==> src/rtl/hs_clk_rx_ctrl.sv <==
// D-PHY RX clock lane controller: LP entry detect, termination/settle, HS clock watch.
// Define CLK_ULPS_EN to add the ULPS entry/exit path; otherwise LP-10 from STOP is an error.
module hs_clk_rx_ctrl #(
    parameter int LP_FILT      = 2,
    parameter int TERM_EN_CYC  = 3,
    parameter int SETTLE_CYC   = 20,
    parameter int CLK_MISS_CYC = 8
) (
    input  logic clk,
    input  logic rst_n,
    input  logic lp_dp,
    input  logic lp_dn,
    input  logic hs_clk_seen,
    output logic term_en,
    output logic hs_rx_en,
    output logic rx_clk_active,
    output logic err_seq,
    output logic ulps_active
);

    localparam int TMAX = (TERM_EN_CYC > SETTLE_CYC) ? TERM_EN_CYC : SETTLE_CYC;
    localparam int TW   = $clog2(TMAX) + 1;
    localparam int FW   = $clog2(LP_FILT + 1);
    localparam int MW   = $clog2(CLK_MISS_CYC + 1);

    localparam logic [TW-1:0] T_TERM = TW'(TERM_EN_CYC - 1);
    localparam logic [TW-1:0] T_SET  = TW'(SETTLE_CYC - 1);
    localparam logic [FW-1:0] F_MAX  = FW'(LP_FILT);
    localparam logic [MW-1:0] M_MAX  = MW'(CLK_MISS_CYC);

    typedef enum logic [3:0] {
        ST_STOP, ST_HS_RQST, ST_BRIDGE, ST_SETTLE, ST_HS_CLK,
        ST_HS_END, ST_ERR, ST_ULPS_RQST, ST_ULPS, ST_ULPS_EXIT
    } state_t;

    state_t        st;
    logic [1:0]    raw, cand, lp_state;
    logic [FW-1:0] run_q, run_d;
    logic [TW-1:0] timer;
    logic [MW-1:0] mc_q, mc_inc;
    logic          seen_q;

    assign raw = {lp_dp, lp_dn};

    // run_d counts consecutive cycles the raw level has matched, this one included
    always_comb begin
        run_d = run_q;
        if (raw != cand)
            run_d = FW'(1);
        else if (run_q < F_MAX)
            run_d = run_q + 1'b1;
    end

    assign mc_inc = (mc_q == M_MAX) ? mc_q : mc_q + 1'b1;

    always_ff @(posedge clk or negedge rst_n) begin
        if (!rst_n) begin
            cand     <= 2'b11;
            run_q    <= F_MAX;
            lp_state <= 2'b11;
        end else begin
            cand  <= raw;
            run_q <= run_d;
            if (run_d >= F_MAX)
                lp_state <= raw;
        end
    end

`ifdef CLK_ULPS_EN
    logic ulps_q;
    assign ulps_active = ulps_q;
`else
    assign ulps_active = 1'b0;
`endif

    always_ff @(posedge clk or negedge rst_n) begin
        if (!rst_n) begin
            st            <= ST_STOP;
            timer         <= '0;
            mc_q          <= '0;
            seen_q        <= 1'b0;
            term_en       <= 1'b0;
            hs_rx_en      <= 1'b0;
            rx_clk_active <= 1'b0;
            err_seq       <= 1'b0;
`ifdef CLK_ULPS_EN
            ulps_q        <= 1'b0;
`endif
        end else begin
            err_seq <= 1'b0;
            case (st)
                ST_STOP: begin
                    term_en       <= 1'b0;
                    hs_rx_en      <= 1'b0;
                    rx_clk_active <= 1'b0;
                    case (lp_state)
                        2'b01: st <= ST_HS_RQST;
                        2'b10: begin
`ifdef CLK_ULPS_EN
                            st <= ST_ULPS_RQST;
`else
                            st      <= ST_ERR;
                            err_seq <= 1'b1;
`endif
                        end
                        2'b00: begin
                            st      <= ST_ERR;
                            err_seq <= 1'b1;
                        end
                        default: ;
                    endcase
                end
                ST_HS_RQST: begin
                    case (lp_state)
                        2'b00: begin
                            st    <= ST_BRIDGE;
                            timer <= T_TERM;
                        end
                        2'b11: st <= ST_STOP;
                        2'b10: begin
                            st      <= ST_ERR;
                            err_seq <= 1'b1;
                        end
                        default: ;
                    endcase
                end
                ST_BRIDGE: begin
                    if (lp_state == 2'b11) begin
                        st <= ST_STOP;
                    end else if (lp_state != 2'b00) begin
                        st      <= ST_ERR;
                        err_seq <= 1'b1;
                    end else if (timer == '0) begin
                        st      <= ST_SETTLE;
                        timer   <= T_SET;
                        term_en <= 1'b1;
                    end else begin
                        timer <= timer - 1'b1;
                    end
                end
                ST_SETTLE: begin
                    if (lp_state == 2'b11) begin
                        st      <= ST_STOP;
                        term_en <= 1'b0;
                    end else if (timer == '0) begin
                        st       <= ST_HS_CLK;
                        hs_rx_en <= 1'b1;
                        mc_q     <= '0;
                        seen_q   <= 1'b0;
                    end else begin
                        timer <= timer - 1'b1;
                    end
                end
                ST_HS_CLK: begin
                    if (lp_state == 2'b11) begin
                        st            <= ST_STOP;
                        term_en       <= 1'b0;
                        hs_rx_en      <= 1'b0;
                        rx_clk_active <= 1'b0;
                    end else if (hs_clk_seen) begin
                        mc_q          <= '0;
                        seen_q        <= 1'b1;
                        rx_clk_active <= 1'b1;
                    end else begin
                        mc_q <= mc_inc;
                        // a burst that never toggled the clock is reported as an error
                        if (mc_inc == M_MAX) begin
                            st            <= ST_HS_END;
                            term_en       <= 1'b0;
                            hs_rx_en      <= 1'b0;
                            rx_clk_active <= 1'b0;
                            err_seq       <= !seen_q;
                        end
                    end
                end
                ST_HS_END, ST_ERR: begin
                    term_en       <= 1'b0;
                    hs_rx_en      <= 1'b0;
                    rx_clk_active <= 1'b0;
                    if (lp_state == 2'b11)
                        st <= ST_STOP;
                end
`ifdef CLK_ULPS_EN
                ST_ULPS_RQST: begin
                    case (lp_state)
                        2'b00: begin
                            st      <= ST_ULPS;
                            ulps_q  <= 1'b1;
                            term_en <= 1'b0;
                        end
                        2'b11: st <= ST_STOP;
                        2'b01: begin
                            st      <= ST_ERR;
                            err_seq <= 1'b1;
                        end
                        default: ;
                    endcase
                end
                ST_ULPS: begin
                    if (lp_state == 2'b10)
                        st <= ST_ULPS_EXIT;
                end
                ST_ULPS_EXIT: begin
                    if (lp_state == 2'b11) begin
                        st     <= ST_STOP;
                        ulps_q <= 1'b0;
                    end
                end
`endif
                default: st <= ST_STOP;
            endcase
        end
    end

endmodule

==> config.mk <==
export PLATFORM = sky130hd
export DESIGN_NAME = hs_clk_rx_ctrl
export DESIGN_NICKNAME = d
export VERILOG_FILES = /design/src/rtl/hs_clk_rx_ctrl.sv
export SDC_FILE = /design/constraint.sdc
export NUM_CORES = 1
export LEC_CHECK = 0
export BUFFER_PORTS_ARGS = -buffer_cell sky130_fd_sc_hd__buf_4
export CAP_MARGIN = 20
export CORE_ASPECT_RATIO = 0.5
export CORE_MARGIN = 5
export CORE_UTILIZATION = 58
export DETAILED_ROUTE_END_ITERATION = 7
export PLACE_DENSITY = 0.86
export SYNTH_ARGS = -nofsm -noshare
export SYNTH_HDL_FRONTEND = slang
export SYNTH_SLANG_ARGS = --single-unit
==> constraint.sdc <==
create_clock -name clk -period 3.19 [get_ports clk]
set_input_delay 0.4785 -clock clk [delete_from_list [all_inputs] [get_ports clk]]
set_output_delay 0.4785 -clock clk [all_outputs]
set_load 0.1 [all_outputs]
==> impl_metrics.json, run 1 <==
{
  "synthToLayoutAreaGrowth_pct": 6.30,
  "fin_worst_skew_ns": 0.00567,
  "final_layout_size_suffix_gt1_share_pct": 13.5,
  "post-cts-setup-buffers": 0,
  "die-area_um2": 3990,
  "die_w_um": 84.5,
  "ctsRootBufferMaster": "clkbuf_8",
  "setup_slack_ns": 0.929,
  "diodes": 0,
  "cts.htree.levels": 1,
  "portBuffers": 8,
  "synthFlopType": "dfrtp_1",
  "power.density_nw_per_um2": 925,
  "ir_worst_vdd_mv": 0.428,
  "cp-end-kind": "flop",
  "utilization_pct": 65.3,
  "crit_type": "reg2reg",
  "r2r-end": "timer[3]",
  "ctsHoldBuffers": 0,
  "critical_path_arrival_ns": 2.45,
  "worstPathRequired_ns": 3.38,
  "min_path_type": "in2async",
  "gp_congestion": 0.831,
  "drtIter0Drc": 73,
  "fin_hold_ws_ns": 0.0920,
  "synthMuxAreaShare_pct": 2.10,
  "cpPeakStageDelay_ns": 0.59,
  "worstMarginPinSlew_ns": 0.654,
  "cts_resized": 0,
  "grt_usage_pct": 18.8,
  "finalMaxSlewViolations": 0,
  "clkLatencyLatePin_ns": 0.27,
  "cts_made_buffers": 3,
  "cp_slowest_cell": "ha_1",
  "start_util_pct": 61.4,
  "power_mw": 1.58,
  "ys_types": 49,
  "relSlewSlack_pct": 55.3,
  "seq_area_frac_synth_pct": 37.7,
  "start_kind": "flop",
  "antenna_found_initial": 0,
  "wl_um": 3310,
  "synth-simple-area-share_pct": 24.9,
  "crit_fanout": 17,
  "die_h_um": 47.2,
  "yosys_warnings": 0,
  "fmaxAchievable_mhz": 442,
  "async_flop_share_pct": 100,
  "synth_top_family_by_area": "simple AND/OR/NAND/NOR gates",
  "max-cap-violations": 0,
  "dr.pass1.iters": 4,
  "tns_ns": 0,
  "setup_viol": 0,
  "final.period_utilization_pct": 70.9,
  "grt_max_degree": 25,
  "wl_per_cell_um": 14.9,
  "num_vias": 1348,
  "synth-compound-area-share_pct": 20.2,
  "antenna_left": 0,
  "ys_ff_latch": 24,
  "pre_cts_ws_ns": 0.947,
  "p_leak_nw": 0.714,
  "row_count": 13,
  "post-dp-hpwl_um": 2380,
  "synth-xor-area-share_pct": 2.18,
  "globalRoute.totalOverflow": 0,
  "cp_top_family": "compound AO/OA/AOI/OAI gates",
  "synth_edf_count": 0,
  "drc_errors": 0,
  "status": "complete, no violations",
  "syn_nets": 198,
  "ios": 10,
  "numClockSinks": 24,
  "synth_area_per_cell_um2": 8.74,
  "syn_area_um2": 1610,
  "cp_num_buf_inv": 0,
  "r2r_slack_ns": 0.93,
  "cts_tree": "yes",
  "ctsLongestPathBuffers": 2,
  "core_region_area_um2": 2620,
  "ff2ff_path_depth": 6,
  "finalCriticalPeriod_ns": 2.26,
  "synthCells": 184,
  "hold_viol_final": 0,
  "viasPerCell": 6.07,
  "cts.clk_slew.worst_paths_ns": 0.09,
  "rsz0062_at_grt": "no",
  "grt_pass1_wl_um": 5780,
  "synth-adder-area-share_pct": 7.00,
  "cp_cell_sequence": "ha_1 -> nand2b_1 -> nor2_1 -> a21boi_1 -> o31ai_1 -> a21boi_0",
  "reg2reg_from": "lp_state[1]",
  "nNetsFinal": 200,
  "grt_pass1_vias": 1208
}
## metal layers
metal  global-route usage (%)  share of wire (%)  wire length, um
met3                     4.90                5.8              192
met2                     33.7                 46             1540
met5                        0                  0                0
met1                     23.8                 47             1570
met4                     3.79               0.36               12
## cell type report
cell class | instances | area [um2]
multi-input cells | 138 | 911
fillers | 227 | 908
flip-flops and latches | 24 | 607
repair buffers | 8 | 60.1
well taps | 37 | 46.3
clock buffers | 4 | 45.0
inverters | 11 | 41.3
## synth_stat cells (2+ instances only)
cell	instances	area, um2
a21boi_0	3	22.5
a21boi_1	2	15.0
a21oi_1	8	40.0
a22oi_1	2	15.0
a31oi_1	4	25.0
a32oi_1	3	26.3
buf_2	4	20.0
clkbuf_1	6	22.5
dfrtp_1	19	475
dfstp_2	5	131
ha_1	9	113
inv_1	11	41.3
mux2_2	2	22.5
nand2_1	16	60.1
nand2b_1	3	18.8
nand3_1	8	40.0
nor2_1	13	48.8
nor2b_1	5	31.3
nor3_1	6	30.0
nor3b_1	3	22.5
nor4_1	2	12.5
nor4b_1	2	17.5
o21ai_0	12	60.1
o22ai_1	2	12.5
o31ai_1	2	15.0
or2_2	2	12.5
or3_1	5	31.3
or4_1	2	15.0
xnor2_1	3	26.3
## registers in the layout, summed over array words and instances, names as in the netlist
register       count
cand               2
hs_rx_en           1
err_seq            1
rx_clk_active      1
timer              6
term_en            1
st                 3
seen_q             1
run_q              2
lp_state           2
mc_q               4
## through the flow
| step | instance area, um2 | std cells |
|---|---|---|
| after floorplan | 1610 | 184 |
| after global placement | 1670 | 218 |
| after detailed placement | 1670 | 218 |
| after CTS | 1710 | 222 |
| after global routing | 1710 | 222 |
| final | 1710 | 222 |
## cells in the final DEF, fill, tap and decap left out, types with 2 or more instances in the layout
cell type	instances
a21boi_0	3
a21boi_1	2
a21oi_1	8
a22oi_1	2
a31oi_1	4
a32oi_1	3
buf_4	8
clkbuf_8	3
dfrtp_1	19
dfstp_2	5
ha_1	9
inv_1	11
mux2_2	2
nand2_1	16
nand2b_1	3
nand3_1	8
nor2_1	13
nor2b_1	5
nor3_1	6
nor3b_1	3
nor4_1	2
nor4b_1	2
o21ai_0	12
o22ai_1	2
o31ai_1	2
or2_2	2
or3_1	5
or4_1	2
xnor2_1	3
## worst max path at each step
stage                           start  endpoint  slack (ns)  depth (start not counted)
after detailed placement  lp_state[1]  timer[3]        0.95                          6
after floorplan              timer[0]     st[1]        1.18                          7
after global routing      lp_state[1]  timer[2]        0.77                          6
after CTS                 lp_state[1]  timer[3]        0.96                          6
final                     lp_state[1]  timer[3]        0.93                          6
after global placement    lp_state[0]     st[0]        1.07                          6
## where the power goes
| group | switching, mW | total (mW) | internal (mW) |
|---|---|---|---|
| logic | 0.457 | 0.791 | 0.334 |
| registers | 0.192 | 0.600 | 0.408 |
| clock network | 0.101 | 0.191 | 0.0895 |
## cells by family after synthesis
kind of cell | count (synthesis)
buffers and inverters | 22
DFF | 24
adders and majority gates | 9
muxes | 3
other | 1
and+or+nand+nor | 72
AOI/OAI and AO/OA | 49
xor gates and xnor gates | 4
Power figures use the tool's default switching activity.
==> inputs of run 2 (changes only) <==
- ABC_AREA: default -> 1
- clock period: 3.19 -> 2.3 ns (I/O delays scaled with it)
==> impl_metrics.json, run 2 <==
{
  "synthTopCellsByArea": "dfrtp_1 (30%), nand2_1 (14%), dfstp_2 (8.3%)",
  "start_util_pct": 60.9,
  "area.sequential_um2": 607,
  "antenna_left": 0,
  "setup_slack_ns": 0.564,
  "crit_type": "reg2reg",
  "syn_area_um2": 1580,
  "ctsRootBufferMaster": "clkbuf_8",
  "rsz0062_at_grt": "no",
  "largest_register": "timer",
  "ys_ff_latch": 24,
  "core_region_area_um2": 2600,
  "grt_max_degree": 25,
  "final.period_utilization_pct": 75.5,
  "critical_path_arrival_ns": 1.90,
  "grt_pass1_wl_um": 5630,
  "finalMaxSlewViolations": 0,
  "fmaxAchievable_mhz": 576,
  "ir_worst_vdd_mv": 0.532,
  "grt_usage_pct": 18.2,
  "power_mw": 2.43,
  "setup_viol": 0,
  "netlist.area_leader.share_pct": 30.0,
  "fin_worst_skew_ns": 0.00600,
  "start_kind": "flop",
  "multi_input_area_um2": 861,
  "synth_edf_count": 0,
  "wl_um": 3280,
  "fin_hold_ws_ns": 0.198,
  "largest_reg_flops": 6,
  "synthTopCellsByCount": "nand2_1 (61), inv_1 (24), nand3_1 (23)",
  "synth.most_common_cell": "nand2_1",
  "stdcell_area_um2": 1740,
  "use_met1_pct": 23.8,
  "antenna_found_initial": 0,
  "numClockSinks": 24,
  "num_vias": 1422,
  "p_leak_nw": 0.920,
  "wl_per_cell_um": 12.5,
  "finalCriticalPeriod_ns": 1.74,
  "drc_errors": 0,
  "die_w_um": 83.9,
  "synth_area_per_cell_um2": 7.44,
  "cts_made_buffers": 3,
  "ios": 10,
  "reg.largest.list": "timer x6, mc_q x4, st x3",
  "final_common_cell": "nand2_1",
  "max-cap-violations": 0,
  "gp_congestion": 0.913,
  "synthFlopType": "dfrtp_1",
  "viasPerCell": 5.45,
  "clkLatencyLatePin_ns": 0.27,
  "grt_pass1_vias": 1253,
  "final_layout_size_suffix_gt1_share_pct": 15.2,
  "worstPathRequired_ns": 2.47,
  "met2_usage_pct": 31.3,
  "post-dp-hpwl_um": 2490,
  "async_flop_share_pct": 100,
  "syn_nets": 227,
  "utilization_pct": 66.9,
  "status": "complete, no violations",
  "power.density_nw_per_um2": 1400,
  "crit_fanout": 7,
  "diodes": 0,
  "final_cell_mix": "nand2_1 (61), inv_1 (24), nand3_1 (23)",
  "yosys_warnings": 0,
  "synthCells": 213,
  "ys_types": 29,
  "tns_ns": 0,
  "drtIter0Drc": 172,
  "instances_no_fill": 261,
  "portBuffers": 8,
  "globalRoute.totalOverflow": 0,
  "nNetsFinal": 239,
  "use_met3_pct": 4.55,
  "dpl_cell_area_um2": 1680,
  "row_count": 13,
  "grt-busiest-layer": "met2",
  "cts_tree": "yes",
  "num-fill-cells": 226,
  "dr.pass1.iters": 5,
  "die_h_um": 47.0,
  "cts.clk_slew.worst_paths_ns": 0.08,
  "synthToLayoutAreaGrowth_pct": 9.87,
  "place_inst": 256,
  "hold_viol_final": 0,
  "min_path_type": "in2reg",
  "synth_top_area_cell": "dfrtp_1",
  "ctsLongestPathBuffers": 2,
  "die-area_um2": 3940,
  "cts.htree.levels": 1,
  "cp-end-kind": "flop",
  "pre_cts_ws_ns": 0.601,
  "seq_area_frac_synth_pct": 38.3
}
## run 2: cell types whose count changed after synthesis, sizes merged, moves of 5 or more
cell,delta
nor2,+6
nor2b,-5
inv,+16
nor3,-5
nand2,+50
or3,-6
a21boi,-5
clkbuf,-6
nand3,+18
## run 2: cell families after synthesis
logic type      Yosys count  synth area share [%]
xor+xnor                  5                  2.77
buf+inv                  29                  7.35
simple gates            118                  34.1
fa+ha+maj                 9                  7.11
flops                    24                  38.3
other cells               1                 0.237
compound gates           27                  10.1
## run 2: final timing paths
check / start / to / slack, ns / cells past startpoint
max in group asynchronous: rst_n / cand[0] / 1.51 / 2
max reg2reg: timer[0] / st[0] / 0.56 / 9
min in group asynchronous: rst_n / rx_clk_active / 0.50 / 2
min: lp_dp / cand[1] / 0.20 / 1
min reg2reg: rx_clk_active / rx_clk_active / 0.48 / 2
max: timer[0] / st[0] / 0.56 / 9
## run 2: final cells by class
| cell class | instances | area share [%] |
|---|---|---|
| well taps | 37 | 2.66 |
| repair buffers | 9 | 4.03 |
| flip-flops and latches | 24 | 34.9 |
| clock buffers | 4 | 3.16 |
| inverters | 27 | 5.82 |
| multi-input cells | 160 | 49.5 |
## run 2: power by group
group	switching (mW)	internal, mW	leakage, nW
logic	1.02	0.428	0.591
registers	0.134	0.562	0.300
clock network	0.133	0.153	0.0288
total	1.29	1.14	0.920
## run 2: layer usage
layer / share of wire (%) / routed length [um]
met2: 45 / 1470
met3: 8.0 / 262
met4: 1.1 / 36
met1: 46 / 1500
met5: 0 / 0
## run 2: repair_timing
item	4_1_cts	5_1_grt
buffers inserted	0	0
hold buffers	1	0
gates resized for setup	0	0
endpoints found under the hold margin	19	0
## run 2: critical path: stages, from the launching register on
cell and delay, ns:
dfrtp_1 0.40, inv_1 0.12, ha_1 0.22, nand3_1 0.23, nand2_1 0.19, nand3_1 0.11
nor2_2 0.17, nand2_2 0.09, nand2_1 0.06, nand2_1 0.05
